==> src/rtl/rr_arbiter8.sv <==
// Eight-way round-robin arbiter: registered one-hot grant plus index, held until done or request drop.
// Optional hold timeout compiled in with ARB_TIMEOUT_EN (revokes a grant after MAX_HOLD busy cycles).
module rr_arbiter8 #(
  parameter int MAX_HOLD = 16
) (
  input  logic       clk,
  input  logic       rst_n,
  input  logic [7:0] req,
  input  logic       done,
  output logic [7:0] gnt,
  output logic [2:0] gnt_id,
  output logic       gnt_valid,
  output logic       timeout
);

  typedef enum logic {IDLE = 1'b0, BUSY = 1'b1} state_t;

  state_t     state, state_nxt;
  logic [2:0] ptr, ptr_nxt;
  logic [7:0] gnt_nxt;
  logic [2:0] id_nxt;
  logic       valid_nxt;
  logic       timeout_nxt;
  logic [2:0] win_id;
  logic       win_found;
  logic [2:0] idx;
  logic       release_c;
  logic       expire;

  if (MAX_HOLD < 1 || MAX_HOLD > 255) begin : g_bad_max_hold
    $error("rr_arbiter8: MAX_HOLD must be in 1..255");
  end

  // Search upward from ptr with natural 3-bit wrap; first set bit wins.
  always_comb begin
    win_id    = 3'd0;
    win_found = 1'b0;
    idx       = 3'd0;
    for (int k = 0; k < 8; k++) begin
      idx = ptr + 3'(k);
      if (!win_found && req[idx]) begin
        win_id    = idx;
        win_found = 1'b1;
      end
    end
  end

  assign release_c = (state == BUSY) && (done || !req[gnt_id]);

`ifdef ARB_TIMEOUT_EN
  localparam logic [7:0] HOLD_LAST = 8'(MAX_HOLD - 1);
  logic [7:0] hold_cnt;

  // A normal release on the same edge wins over the timeout.
  assign expire = (state == BUSY) && !release_c && (hold_cnt == HOLD_LAST);

  always_ff @(posedge clk or negedge rst_n) begin
    if (!rst_n) begin
      hold_cnt <= 8'd0;
    end else if (state == IDLE || release_c || expire) begin
      hold_cnt <= 8'd0;
    end else begin
      hold_cnt <= hold_cnt + 8'd1;
    end
  end
`else
  assign expire = 1'b0;
`endif

  always_comb begin
    state_nxt   = state;
    ptr_nxt     = ptr;
    gnt_nxt     = gnt;
    id_nxt      = gnt_id;
    valid_nxt   = gnt_valid;
    timeout_nxt = 1'b0;
    case (state)
      IDLE: begin
        if (win_found) begin
          state_nxt = BUSY;
          gnt_nxt   = 8'b1 << win_id;
          id_nxt    = win_id;
          valid_nxt = 1'b1;
        end else begin
          gnt_nxt   = 8'h00;
          valid_nxt = 1'b0;
        end
      end
      BUSY: begin
        if (release_c || expire) begin
          state_nxt   = IDLE;
          gnt_nxt     = 8'h00;
          valid_nxt   = 1'b0;
          ptr_nxt     = gnt_id + 3'd1;
          timeout_nxt = expire;
        end
      end
      default: state_nxt = IDLE;
    endcase
  end

  always_ff @(posedge clk or negedge rst_n) begin
    if (!rst_n) begin
      state     <= IDLE;
      ptr       <= 3'd0;
      gnt       <= 8'h00;
      gnt_id    <= 3'd0;
      gnt_valid <= 1'b0;
      timeout   <= 1'b0;
    end else begin
      state     <= state_nxt;
      ptr       <= ptr_nxt;
      gnt       <= gnt_nxt;
      gnt_id    <= id_nxt;
      gnt_valid <= valid_nxt;
      timeout   <= timeout_nxt;
    end
  end

endmodule

==> config.mk <==
export PLATFORM = sky130hd
export DESIGN_NAME = rr_arbiter8
export DESIGN_NICKNAME = d
export VERILOG_FILES = /design/src/rtl/rr_arbiter8.sv
export SDC_FILE = /design/constraint.sdc
export NUM_CORES = 1
export LEC_CHECK = 0
export ABC_AREA = 1
export CORE_AREA = 8 8 74 76
export CTS_BUF_LIST = sky130_fd_sc_hd__clkbuf_16
export DETAILED_ROUTE_END_ITERATION = 8
export DIE_AREA = 0 0 82 84
export SYNTH_ARGS = -nofsm -noshare
export SYNTH_HDL_FRONTEND = slang
export SYNTH_SLANG_ARGS = --single-unit
==> constraint.sdc <==
create_clock -name clk -period 2.3 [get_ports clk]
set_input_delay 0.23 -clock clk [delete_from_list [all_inputs] [get_ports clk]]
set_output_delay 0.23 -clock clk [all_outputs]
set_load 0.03 [all_outputs]
After elaboration in Yosys (flattened, before gate mapping)
Cells that the tools add are included.
{ "totals": {"ff_bits": 16, "input_bits": 11, "word_cells": 86} }
{ "op_classes": {"add_sub_neg": 8, "order_cmp": 9, "n_eq_ne": 1, "shift": 1, "n_mux": 42, "bitwise": 1, "n_reduce_logical": 19} }
{ "op_table": {"columns": ["operator", "count"], "rows": [
  ["$lt 3x4->1 const B", 9],
  ["$bmux 1 s3", 9],
  ["$mux 3", 8],
  ["$mux 1", 20],
  ["$mux 8", 2],
  ["$pmux 8 s2", 1],
  ["$add 3x3->3 const B", 4],
  ["$logic_and 1x1->1", 8],
  ["$logic_not 1->1", 8],
  ["$shl 1x3->8 const A", 1],
  ["$add 3x1->3 const B", 2],
  ["$add 3x2->3 const B", 2],
  ["$pmux 1 s2", 2],
  ["$reduce_and 2->1", 2],
  ["$ne 2x1->1 const B", 1],
  ["$logic_or 1x1->1", 1],
  ["$not 1->1", 1]
]} }

Depth between registers and ports, before layout
{ "depth": {"depth_word": 27, "depth_mapped": 20} }

Worst setup path after synthesis
OpenSTA, ideal clock, no wires.
{ "synth_path": {"path_type": "register -> register", "from": "register ptr[0]", "to": "register gnt[5]", "arrival_time_ps": 2243, "slack_ps": -59, "stages_incl_launch_ff": 19, "path_buffers": 2, "synth_period_minus_slack_ps": 2359, "path_cell_list": "dfrtp_1 -> buf_6 -> inv_4 -> buf_8 -> ha_1 -> inv_1 -> nand3_1 -> nand3_2 -> nand2_4 -> nor2_8 -> nand4_4 -> nor2_4 -> nand3_1 -> nand2_2 -> inv_2 -> nand2_2 -> inv_2 -> nand2_1 -> nand2_1"} }
{ "synth_via": {"elab_chain_len": 27} }
{ "synth_rtl": {"columns": ["item", "line", "text"], "rows": [
  ["start: declaration", "19", "logic [2:0] ptr, ptr_nxt;"],
  ["start signal: assignment", "112", "ptr <= ptr_nxt;"],
  ["branches (longest 25 deep; another with $add 3x1->3)", null, null],
  ["$mux 8 (*)", "79", "if (win_found) begin"],
  ["$pmux 8 s2 (*)", "77", "case (state)"],
  ["end signal: assignment", "113", "gnt <= gnt_nxt;"],
  ["end: declaration", "10", "output logic [7:0] gnt,"]
]} }
Every way passes the cells marked *. The select of a mux whose other input is x is not followed.
A chain may end at the register's enable or synchronous reset.

Worst setup path after layout
{ "layout_path": {"from": "register ptr[0]", "to": "register gnt[1]"} }
Same word-level chain as after synthesis.

==> flow_summary.yaml <==
logic_synthesis:
  mappedNetlistNets: 246
  yosysWarnings: 0
  syn_inst: 232
  synth_top_area_share: 0.246
  synth.avg_cell_area_sq_um: 7.01
  synth.largest_area_cell: "dfrtp_1"
  ys_seq_area_frac: 0.246
  synth_area_sq_um: 1630
  synthTopCellsByArea: "dfrtp_1 25%, nand2_1 15%, nand3_1 8.9%"
  ys_seq_elements: 16
  ys_types: 34
cells_and_area:
  final_common_cell: "nand2_1"
  final_cell_mix: "65 x nand2_1, 25 x nand3_1, 22 x clkdlybuf4s50_1, 18 x inv_1, 15 x nand3_2"
  insertedDiodeCount: 0
  final_layout_size_suffix_gt1_frac: 0.288
  syn_to_final_growth_pct: 29.5
  nets: 279
critical_path:
  cpMaxStageDelayCell: "dfrtp_2"
  path_cells: "inv_4 -> ha_4 -> inv_4 -> nand3_1 -> nand2_1 -> nand2_1 -> nand2_2 -> nand3_2 -> nor2_4 -> nand4_2 -> nand2_1 -> nand2_2 -> nand2_2 -> inv_2 -> nor2_4 -> nand2_1 -> nand2_1"
  worst_ep_arrival_time_ns: 2.33
  required_ns: 2.49
  path_buf_inv: 3
  crit_top_cell: "nand2_1"
  cp_top_family: "simple AND/OR/NAND/NOR gates"
  end_kind: "register"
  cp_slowest_stage_delay_ns: 0.43
  start_kind: "register"
  cp_max_fo: 6
  path_class: "register to register"
sta:
  worst_clock_skew_ns: 0.000735
  finalHoldViolCount: 0
  slew_viol_final: 0
  worst_pin_slew_ns: 0.710
  post-route-period-util: 0.930
  slew-limit-headroom: 0.525
  fmax_mhz: 467
  setup_violations: 0
  setup_tns_ns: 0
  min_period_ns: 2.14
route:
  final_antenna_net_count: 0
  routed_wl_um: 4100
  first_iter_violations: 62
  drc: 0
  vias_per_cell: 4.91
  vias: 1551
  wire_per_inst_um: 13.0
  firstDrtPassIters: 4
hold_path:
  hp-class: "primary input to async pin"
run:
  cap_violations: 0
clocking:
  cts_buffers: 3
  root_buffer: "clkbuf_16"
  clk_pin_slew_worst_paths_ns: 0.05
  clock-sinks: 16
  insertion_delay_ns: 0.25
  ctsHtreeMaxLevel: 1
  clockBufferDepth: 2
  cts_tree: "yes"
floorplanning:
  num_rows: 24
  start_util: 0.381
  dieArea_sq_um: 6890
  core_area_sq_um: 4260
  die_y_um: 84
  die_w_um: 82
  ios: 24
place:
  hpwl_um: 3290
  portBuffers: 22
  place_congestion: 0.902
status:
  status: "finished, final reports clean"
global_route:
  grt_max_degree: 17
  overflow: 0
  grt_pass1_vias: 1551
  grtUsageTotal: 0.122
  antenna_found_initial: 0
  grt_first_pass_wirelength_um: 6810
-- layout make-up --
type                    instances  area, sq um
fillers                       434         2160
multi-input cells             183         1130
flip-flops and latches         16          403
repair buffers                 33          319
inverters                      28          110
clock buffers                   3         75.1
well taps                      52         65.1
clock inverters                 1         3.75
-- routing by layer --
metal / global-route usage / wire length, um / vias up
met5: 0 / 0 / -
li1: - / - / 810
met4: 0.0623 / 77 / 0
met2: 0.189 / 1920 / 24
met1: 0.158 / 2010 / 710
met3: 0.0129 / 90 / 7
-- Yosys cell counts (all sizes together) --
cell and number:
o22ai 2, xor2 2, conb 1, clkinv 1, nor2 19, nand3 41
a21o 1, a21oi 2, mux2i 2, nand2 84, nand4 7, ha 3
buf 5, xnor2 3, inv 27, or2 1, o21bai 1, o21ai 14
dfrtp 16
-- cell families after synthesis --
| family | share of synthesized area |
|---|---|
| and+or+nand+nor | 0.515 |
| other | 0.00231 |
| xor gates and xnor gates | 0.0362 |
| muxes | 0.0123 |
| AOI/OAI and AO/OA | 0.0685 |
| buffers and inverters | 0.0962 |
| adders and majority gates | 0.0231 |
| DFF | 0.246 |
-- stage by stage --
stage | worst slack, ns | hold WS [ns] | util | cells | area [sq um]
after floorplan | 0.0126 | -0.0656 | - | 232 | 1630
after global placement | 0.0190 | 0.467 | 0.453 | 310 | 1930
after detailed placement | 0.0494 | 0.462 | 0.453 | 310 | 1930
after CTS | 0.0737 | 0.431 | 0.472 | 314 | 2010
after global routing | -0.0172 | 0.493 | 0.494 | 316 | 2100
final | 0.160 | 0.412 | 0.494 | 316 | 2100
-- timing repair --
item                                    CTS  global route
endpoints found under the setup margin    0            11
hold buffers                              0             0
buffers inserted                          0             2
hold endpoints to repair                  0             0
gates resized for setup                   0            19
-- flip-flops by register name, indices dropped and copies added (netlist names) --
name	flops
state	1
gnt_valid	1
gnt_id	3
ptr	3
gnt	8
-- worst paths after layout --
check	startpoint	end	slack (ns)	cells after the start
setup / recovery	ptr[0]	gnt[1]	0.16	17
hold / removal	rst_n	gnt_id[0]	0.41	1
setup reg to reg	ptr[0]	gnt[1]	0.16	17
hold reg to reg	gnt_valid	gnt_valid	0.47	2
max in group asynchronous	rst_n	ptr[2]	1.40	1
min in group clk	gnt_valid	gnt_valid	0.47	2
Power is not shown: default switching activity piles up to over one toggle a cycle in this logic, so the estimate is an artifact.
